File: config.mk
export PLATFORM = sky130hd
export DESIGN_NAME = bin_to_sseg_digits
export DESIGN_NICKNAME = d
export VERILOG_FILES = /design/src/rtl/sseg_defs_pkg.sv /design/src/rtl/sseg_digit_decoder.sv /design/src/rtl/bin_to_sseg_digits.sv
export SDC_FILE = /design/constraint.sdc
export NUM_CORES = 1
export LEC_CHECK = 0
export BUFFER_PORTS_ARGS = -buffer_cell sky130_fd_sc_hd__buf_2
export CORE_ASPECT_RATIO = 2
export CORE_MARGIN = 3
export CORE_UTILIZATION = 60
export DETAILED_ROUTE_END_ITERATION = 10
export GPL_TIMING_DRIVEN = 0
export PLACE_DENSITY = 0.82
export SETUP_SLACK_MARGIN = 0.2
export SYNTH_ARGS = -nofsm -noshare
export SYNTH_HDL_FRONTEND = slang
export SYNTH_SLANG_ARGS = --single-unit
export TNS_END_PERCENT = 50
File: constraint.sdc
create_clock -name i_clk -period 4.7 [get_ports i_clk]
set_input_delay 0.94 -clock i_clk [delete_from_list [all_inputs] [get_ports i_clk]]
set_output_delay 0.94 -clock i_clk [all_outputs]
set_load 0.005 [all_outputs]
File: src/rtl/sseg_defs_pkg.sv
`default_nettype none
// ===========================================================================
// sseg_defs_pkg : segment patterns, FSM encodings and double-dabble helper
// Rev 1.0
// ===========================================================================
package sseg_defs_pkg;

  localparam int SSEG_DIGITS = 4;
  localparam int BCD_W       = 4 * SSEG_DIGITS;
  localparam int MAX_DISPLAY = 9999;

  // Pattern bit order is {g,f,e,d,c,b,a}; a lit segment is 1.
  localparam int SEG_A_BIT = 0;
  localparam int SEG_G_BIT = 6;

  localparam logic [6:0] SEG_BLANK = 7'h00;
  localparam logic [6:0] SEG_DASH  = 7'b1000000;
  localparam logic [6:0] SEG_0     = 7'b0111111;
  localparam logic [6:0] SEG_1     = 7'b0000110;
  localparam logic [6:0] SEG_2     = 7'b1011011;
  localparam logic [6:0] SEG_3     = 7'b1001111;
  localparam logic [6:0] SEG_4     = 7'b1100110;
  localparam logic [6:0] SEG_5     = 7'b1101101;
  localparam logic [6:0] SEG_6     = 7'b1111101;
  localparam logic [6:0] SEG_7     = 7'b0000111;
  localparam logic [6:0] SEG_8     = 7'b1111111;
  localparam logic [6:0] SEG_9     = 7'b1101111;

  localparam logic [1:0] ST_IDLE    = 2'd0;
  localparam logic [1:0] ST_CONVERT = 2'd1;
  localparam logic [1:0] ST_UPDATE  = 2'd2;

  // Add-3 correction applied to every BCD nibble before each shift.
  function automatic logic [BCD_W-1:0] dd_adjust(input logic [BCD_W-1:0] bcd);
    logic [BCD_W-1:0] r;
    for (int n = 0; n < SSEG_DIGITS; n++) begin
      r[4*n +: 4] = (bcd[4*n +: 4] >= 4'd5) ? bcd[4*n +: 4] + 4'd3 : bcd[4*n +: 4];
    end
    return r;
  endfunction

endpackage
`default_nettype wire

File: src/rtl/sseg_digit_decoder.sv
`default_nettype none
// ===========================================================================
// sseg_digit_decoder : 4-bit BCD to 7-segment pattern, codes 10..15 blank
// Rev 1.0
// ===========================================================================
module sseg_digit_decoder
  import sseg_defs_pkg::*;
(
  input  logic [3:0] i_bcd,
  output logic [6:0] o_seg
);

  always_comb begin
    o_seg = SEG_BLANK;
    case (i_bcd)
      4'd0:    o_seg = SEG_0;
      4'd1:    o_seg = SEG_1;
      4'd2:    o_seg = SEG_2;
      4'd3:    o_seg = SEG_3;
      4'd4:    o_seg = SEG_4;
      4'd5:    o_seg = SEG_5;
      4'd6:    o_seg = SEG_6;
      4'd7:    o_seg = SEG_7;
      4'd8:    o_seg = SEG_8;
      4'd9:    o_seg = SEG_9;
      default: o_seg = SEG_BLANK;
    endcase
  end

endmodule
`default_nettype wire

File: src/rtl/bin_to_sseg_digits.sv
`default_nettype none
// ===========================================================================
// bin_to_sseg_digits : sequential double-dabble binary to four 7-seg digits
// Rev 1.0
// ===========================================================================
module bin_to_sseg_digits
  import sseg_defs_pkg::*;
#(
  parameter int WIDTH = 14
) (
  input  logic             i_clk,
  input  logic             i_reset,
  input  logic             i_start,
  input  logic [WIDTH-1:0] i_value,
  input  logic             i_blank_lz,
  output logic             o_busy,
  output logic             o_done,
  output logic             o_overflow,
  output logic [6:0]       o_sseg_1,
  output logic [6:0]       o_sseg_2,
  output logic [6:0]       o_sseg_3,
  output logic [6:0]       o_sseg_4
);

  localparam int               CNT_W    = $clog2(WIDTH + 1);
  localparam logic [CNT_W-1:0] CNT_INIT = CNT_W'(WIDTH);

  logic [1:0]       state_q, state_d;
  logic [WIDTH-1:0] bin_q, bin_d;
  logic [BCD_W-1:0] bcd_q, bcd_d;
  logic [CNT_W-1:0] cnt_q, cnt_d;
  logic             blank_q, blank_d;
  logic             ovf_flag_q, ovf_flag_d;
  logic             ovf_q, ovf_d;
  logic [6:0]       seg_q [SSEG_DIGITS];
  logic [6:0]       seg_d [SSEG_DIGITS];

  logic [BCD_W-1:0]       w_bcd_step;
  logic [WIDTH-1:0]       w_bin_step;
  logic [6:0]             w_dec  [SSEG_DIGITS];
  logic [6:0]             w_disp [SSEG_DIGITS];
  logic [SSEG_DIGITS-1:0] w_nz;

  // One double-dabble iteration; bits pushed out of the BCD register are dropped.
  always_comb begin
    {w_bcd_step, w_bin_step} = {dd_adjust(bcd_q), bin_q} << 1;
  end

  // Decoding the post-step BCD lets the final iteration and the output latch share one edge.
  for (genvar gi = 0; gi < SSEG_DIGITS; gi++) begin : g_dec
    sseg_digit_decoder u_dec (
      .i_bcd (w_bcd_step[4*gi +: 4]),
      .o_seg (w_dec[gi])
    );
    assign w_nz[gi] = |w_bcd_step[4*gi +: 4];
  end

  always_comb begin
    for (int i = 0; i < SSEG_DIGITS; i++) begin
      w_disp[i] = w_dec[i];
      if (ovf_flag_q) begin
        w_disp[i] = SEG_DASH;
      end else if (blank_q && (i > 0) && ((w_nz >> i) == '0)) begin
        w_disp[i] = SEG_BLANK;
      end
    end
  end

  always_ff @(posedge i_clk or posedge i_reset) begin
    if (i_reset) begin
      state_q    <= ST_IDLE;
      bin_q      <= '0;
      bcd_q      <= '0;
      cnt_q      <= '0;
      blank_q    <= 1'b0;
      ovf_flag_q <= 1'b0;
      ovf_q      <= 1'b0;
      for (int i = 0; i < SSEG_DIGITS; i++) seg_q[i] <= SEG_BLANK;
    end else begin
      state_q    <= state_d;
      bin_q      <= bin_d;
      bcd_q      <= bcd_d;
      cnt_q      <= cnt_d;
      blank_q    <= blank_d;
      ovf_flag_q <= ovf_flag_d;
      ovf_q      <= ovf_d;
      for (int i = 0; i < SSEG_DIGITS; i++) seg_q[i] <= seg_d[i];
    end
  end

  always_comb begin
    state_d    = state_q;
    bin_d      = bin_q;
    bcd_d      = bcd_q;
    cnt_d      = cnt_q;
    blank_d    = blank_q;
    ovf_flag_d = ovf_flag_q;
    ovf_d      = ovf_q;
    for (int i = 0; i < SSEG_DIGITS; i++) seg_d[i] = seg_q[i];
    case (state_q)
      ST_IDLE: begin
        if (i_start) begin
          bin_d      = i_value;
          bcd_d      = '0;
          cnt_d      = CNT_INIT;
          blank_d    = i_blank_lz;
          ovf_flag_d = (32'(i_value) > 32'(MAX_DISPLAY));
          state_d    = ST_CONVERT;
        end
      end
      ST_CONVERT: begin
        bin_d = w_bin_step;
        bcd_d = w_bcd_step;
        cnt_d = cnt_q - CNT_W'(1);
        if (cnt_q == CNT_W'(1)) begin
          for (int i = 0; i < SSEG_DIGITS; i++) seg_d[i] = w_disp[i];
          ovf_d   = ovf_flag_q;
          state_d = ST_UPDATE;
        end
      end
      ST_UPDATE: state_d = ST_IDLE;
      default:   state_d = ST_IDLE;
    endcase
  end

  always_comb begin
    o_busy     = (state_q != ST_IDLE);
    o_done     = (state_q == ST_UPDATE);
    o_overflow = ovf_q;
    o_sseg_1   = seg_q[0];
    o_sseg_2   = seg_q[1];
    o_sseg_3   = seg_q[2];
    o_sseg_4   = seg_q[3];
  end

endmodule
`default_nettype wire

# After elaboration in Yosys (flattened, before gate mapping)

Memory sizes are Yosys's and may differ from the RTL's.
Index checks and enable logic that the tools add are counted.

Bits in read-only memories: 448
Memories: 4
Input port bits: 18
Logic and storage cells: 66
Output and inout port bits: 31
Register bits after elaboration: 67

Eq/ne operators: 5
Order comparisons: 5
Mux-type cells: 20
Reduce and logical (&&, ||, !) cells: 16
Add/subtract/negate cells: 5

Memories:

| memory          | depth | bits a word | read ports | clocked after Yosys merged registers in | wr ports | line                     | RTL |
|---|---|---|---|---|---|---|---|
| (no name shown) | 16    | 7           | 1          | 0                                       | 0        | sseg_digit_decoder.sv:15 | `case (i_bcd)` |
| (no name shown) | 16    | 7           | 1          | 0                                       | 0        | sseg_digit_decoder.sv:15 |  |
| (no name shown) | 16    | 7           | 1          | 0                                       | 0        | sseg_digit_decoder.sv:15 |  |
| (no name shown) | 16    | 7           | 1          | 0                                       | 0        | sseg_digit_decoder.sv:15 |  |

Operators with widths:

| operator                                               | number |
|---|---|
| two-way mux 7 bit                                      | 7 |
| one-hot mux 16 bit (2 select lines)                    | 1 |
| one-hot mux 14 bit (2 select lines)                    | 1 |
| >= comparator 4 x 3 -> 1 bit (second input constant)   | 4 |
| two-way mux 16 bit                                     | 1 |
| two-way mux 4 bit                                      | 4 |
| greater-than comparator 14 bit (second input constant) | 1 |
| two-way mux 14 bit                                     | 1 |
| adder 4 x 2 -> 4 bit (second input constant)           | 3 |
| logical NOT 4 bit                                      | 3 |
| OR reduction 4 bit                                     | 3 |
| one-hot mux 4 bit (2 select lines)                     | 1 |
| AND reduction 2 bit                                    | 4 |
| == test 4 x 1 -> 1 bit (second input constant)         | 1 |
| two-way mux 2 bit                                      | 2 |
| inequality test 2 bit (second input constant)          | 2 |
| one-hot mux 2 bit (2 select lines)                     | 1 |
| nonzero test 2 bit                                     | 2 |
| subtractor 4 x 1 -> 4 bit (second input constant)      | 1 |
| adder 3 x 2 -> 3 bit (second input constant)           | 1 |
| logical AND 1 bit                                      | 3 |
| two-way mux 3 bit                                      | 1 |
| == test 2 x 1 -> 1 bit (second input constant)         | 1 |
| == test 2 bit (second input constant)                  | 1 |
| logical NOT 2 bit                                      | 1 |

# Longest topological paths before layout

Word-level depth: 7
Gate-level depth with buffers: 12
Depth with buffers taken out: 12

# Cells and area by module

Synthesis repeated with hierarchy kept, for this count alone.

Cell total of the unflattened synthesis: 492
Area, all modules: 4180.3 µm²

Modules (own cells, without submodules):

| module                                  | area an instance (µm²) | times used | cells an instance | sequential area each (µm²) |
|---|---|---|---|---|
| bin_to_sseg_digits                      | 3357.0                 | 1          | 386               | 1676.6 |
| sseg_digit_decoder (g_dec[0].u_dec ...) | 201.4                  | 3          | 26                | 0.0 |
| sseg_digit_decoder (g_dec[2].u_dec)     | 219.0                  | 1          | 28                | 0.0 |

# Worst setup path after synthesis

Ideal clock, no wire load.

Kind: register to register
Start point: register bcd_q[4]
End point: register seg_q, in the netlist o_sseg_2[1]
Stages on the path, launching flop included: 12
Data arrival time: 2679 ps
Required time: 4578 ps
Clock period less this slack: 2801 ps
Path buffers: 0
Library setup time: 122 ps
Path slack: 1899 ps
Path through: dfrtp_1 -> inv_1 -> ha_1 -> nor2b_1 -> nor3_1 -> a21oi_1 -> ha_1 -> or4b_1 -> o211ai_1 -> and3_1 -> a21oi_2 -> a32o_1

Word-level cells in the longest chain between the ends: 7
Elaborated cells on any way between the ends: 10
Those cells by class: 1 x add/sub; 1 x order compare; 3 x mux; 4 x reduce/logical; 1 x memory

Ends and longest elaborated chain:

| what                                                                             | line                     | RTL |
|---|---|---|
| from (decl)                                                                      | bin_to_sseg_digits.sv:30 | `logic [BCD_W-1:0] bcd_q, bcd_d;` |
| from (signal assigned)                                                           | bin_to_sseg_digits.sv:73 | `bcd_q <= '0;` |
| from (signal assigned)                                                           | bin_to_sseg_digits.sv:82 | `bcd_q <= bcd_d;` |
| adder 4 x 2 -> 4 bit / >= comparator 4 x 3 -> 1 bit (equally long branches)      | sseg_defs_pkg.sv:37      | `r[4*n +: 4] = (bcd[4*n +: 4] >= 4'd5) ? bcd[4*n +: 4] + 4'd3 : bcd[4*n +: 4];` |
| two-way mux 4 bit (*)                                                            | sseg_defs_pkg.sv:37      |  |
| parallel branches: the longest is 3 deep, another holds memory read (16 x 7 bit) | -                        |  |
| two-way mux 7 bit (*)                                                            | bin_to_sseg_digits.sv:63 | `end else if (blank_q && (i > 0) && ((w_nz >> i) == '0)) begin` |
| two-way mux 7 bit (*)                                                            | bin_to_sseg_digits.sv:61 | `if (ovf_flag_q) begin` |
| to (decl)                                                                        | bin_to_sseg_digits.sv:35 | `logic [6:0] seg_q [SSEG_DIGITS];` |

Mark *: on every way between the ends.
A chain may end at the register's enable or synchronous reset.

# Worst setup path in the final report

Start point: register bcd_q[4]
End point: register seg_q, in the netlist o_sseg_2[5]

The elaborated chain is that of the path after synthesis.

==> impl_metrics.toml <==
[global_routing]
antenna_found_initial = 0
grt_remaining_overflow = 0
grt_pass1_vias = 4042
track_usage_pct = 30.2
grt_pass1_wl_mm = 18.6
grt_max_degree = 40

[synth]
synth.distinct_cells = 57
yosysMostFrequentCell = "nand2_1"
yosysSeqAreaShare_pct = 40.3
netlist_top_cells_area = "dfrtp_1 40%, ha_1 9.0%, nand2_1 7.1%"
synth_seq_cells = 67
synth_flop_cell = "dfrtp_1"
synth_edf_count = 0
synth_top_area_share_pct = 40.3
yosys_warnings = 0
synthesis.nets = 535
yosysTopAreaCell = "dfrtp_1"
netlist_area_mm2 = 0.00416
synth_commonest_cells = "79 x nand2_1, 67 x dfrtp_1, 46 x o21ai_0"
postSynthCellCount = 487
async_flop_share_pct = 100
avgSynthCellArea_um2 = 8.55

[sta]
whs_ns = 0.465
min_period_ns = 3.51
maxSlewHeadroom_pct = 43.8
tightest_slew_ns = 0.842
setup_tns_ns = 0
hold_viol = 0
clock_skew_ns = 0.00736
rsz0062_at_grt = "no"
slew_viol_final = 0
fin_crit_sh_pct = 74.6
fmax_ghz = 0.285
finalSetupViolCount = 0

[worst_setup_path]
end_kind = "register"
cp-start-kind = "register"
path_common_cell = "ha_1"
worstPathMaxFanout = 8
cp.arrival_ns = 3.73
slowest_delay_ns = 0.56
path_buf_inv = 1
crit_chain = "inv_1 -> ha_1 -> nor2b_1 -> nor3_1 -> a21oi_1 -> ha_1 -> or4b_1 -> o211ai_1 -> and3_1 -> a21oi_2 -> a32o_1"
required_ns = 4.92
cp_slowest_cell = "a21oi_1"
crit_type = "reg2reg"
crit_family = "simple AND/OR/NAND/NOR gates"

[placed_design]
dpl.cell_count = 624
dpl.hpwl_mm = 8.35
io_buffers = 48
gp_congestion = 0.970

[cells_and_area]
fin_nets = 595
fillers = 544
drive_gt1_share_pct = 15.2
final_cells = 640
n_antenna_cell = 0
multi_input_area_mm2 = 0.00226
seq_area_mm2 = 0.00168
areaGrowthSynthToFinish_pct = 17.3

[routing]
wl_mm = 11.4
wl_met3_um = 487
num_vias = 3974
drt_iter0_drc = 405
route.detailed.drc = 0
wl_met2_mm = 6.33
dr.pass1.iters = 7
highest_layer = "met4"
wl_met1_mm = 4.06
viasPerCell = 6.21
ant_nets = 0
wire_per_inst_um = 17.8

[floorplanning]
dieArea_mm2 = 0.00803
num_rows = 42
io_pins = 49
die-width_um = 64.9
start_util_pct = 62.4
die_y_um = 124
coreArea_mm2 = 0.00667

[cts]
clock_sinks = 67
cts_buffers = 9
cts_hold_buf = 0
clk_latency_ns = 0.34
cts_resized = 0
clk_pin_slew_ns = 0.06
cts_setup_buffers = 0
cts_tree = "built"
clock_path_buffers = 2
h-tree-depth = 3
cts-root-buf = "clkbuf_16"

[min_path]
hp-class = "reg2reg"

[power]
leakage_nw = 2.25
ir_drop_mv = 0.467
power.density_mw_per_mm2 = 858

[job]
drv_cap = 0

[run_status]
outcome = "completed"
-- cell type report --
| class | count | share of cell area [%] |
|---|---|---|
| clock buffer | 13 | 5.74 |
| tap | 88 | 2.26 |
| buffer | 30 | 2.49 |
| inverter | 27 | 2.08 |
| timing repair buffer | 49 | 5.33 |
| multi-input combinational | 363 | 46.4 |
| clock inverter | 3 | 1.38 |
| sequential | 67 | 34.4 |
-- worst min-delay path, stage by stage, from the launching register on --
cell     delay [ns]
dfrtp_1        0.33
nand2_1        0.05
o41ai_1        0.05
-- final timing paths --
kind | endpoint | cells past startpoint | slack (ns) | start
max reg2reg | o_sseg_2[5] | 11 | 1.19 | bcd_q[4]
min reg2reg | o_sseg_3[0] | 2 | 0.47 | o_sseg_3[0]
min | o_sseg_3[0] | 2 | 0.47 | o_sseg_3[0]
max | o_sseg_2[5] | 11 | 1.19 | bcd_q[4]
min in group asynchronous | bin_q[10] | 2 | 0.78 | i_reset
max in group asynchronous | bcd_q[6] | 3 | 3.28 | i_reset
-- metal layers --
metal	track usage, %	vias up
met4	19.1	0
met5	0	-
li1	-	1871
met1	29.7	1902
met3	4.87	49
met2	57.0	152
-- cell usage in the layout, fill, tap and decap left out, types with 10 or more instances in the layout --
| cell type | count |
|---|---|
| nand2_1 | 79 |
| dfrtp_1 | 67 |
| buf_2 | 55 |
| o21ai_0 | 46 |
| ha_1 | 30 |
| nor2_1 | 28 |
| inv_1 | 26 |
| nand3_1 | 21 |
| clkbuf_1 | 20 |
| a31oi_1 | 18 |
| o211ai_1 | 10 |
-- power by group --
part	switching [mW]	total, mW	leakage, nW	internal [mW]
clock network	0.252	0.774	0.168	0.522
logic	1.48	2.38	1.31	0.898
registers	0.193	1.03	0.772	0.841
-- cells by family after synthesis --
group	count (synthesis)	synth area share, %
XOR/XNOR	1	0.210
buffers and inverters	57	5.35
adder cells (fa/ha/maj)	30	9.02
AO/OA/AOI/OAI	147	23.7
multiplexers	1	0.240
AND/OR/NAND/NOR	184	21.3
flip-flops	67	40.3
-- sequential cells by signal, indices dropped and copies added, names as in the netlist --
signal,cells
o_sseg_3,7
bcd_q,16
o_sseg_4,7
o_sseg_1,7
bin_q,14
blank_q,1
cnt_q,4
o_overflow,1
o_sseg_2,7
ovf_flag_q,1
state_q,2
-- metrics by stage --
stage	util (%)	area, um2	total power [mW]	setup slack [ns]
after floorplan	-	4160	2.68	1.90
after detailed placement	67.9	4530	3.33	1.27
final	73.1	4880	4.19	1.19
after global placement	67.6	4510	3.22	1.32
after global routing	73.1	4880	4.51	0.954
after CTS	73.1	4880	4.15	1.21
Note: power is estimated with default switching activity, not from simulation.
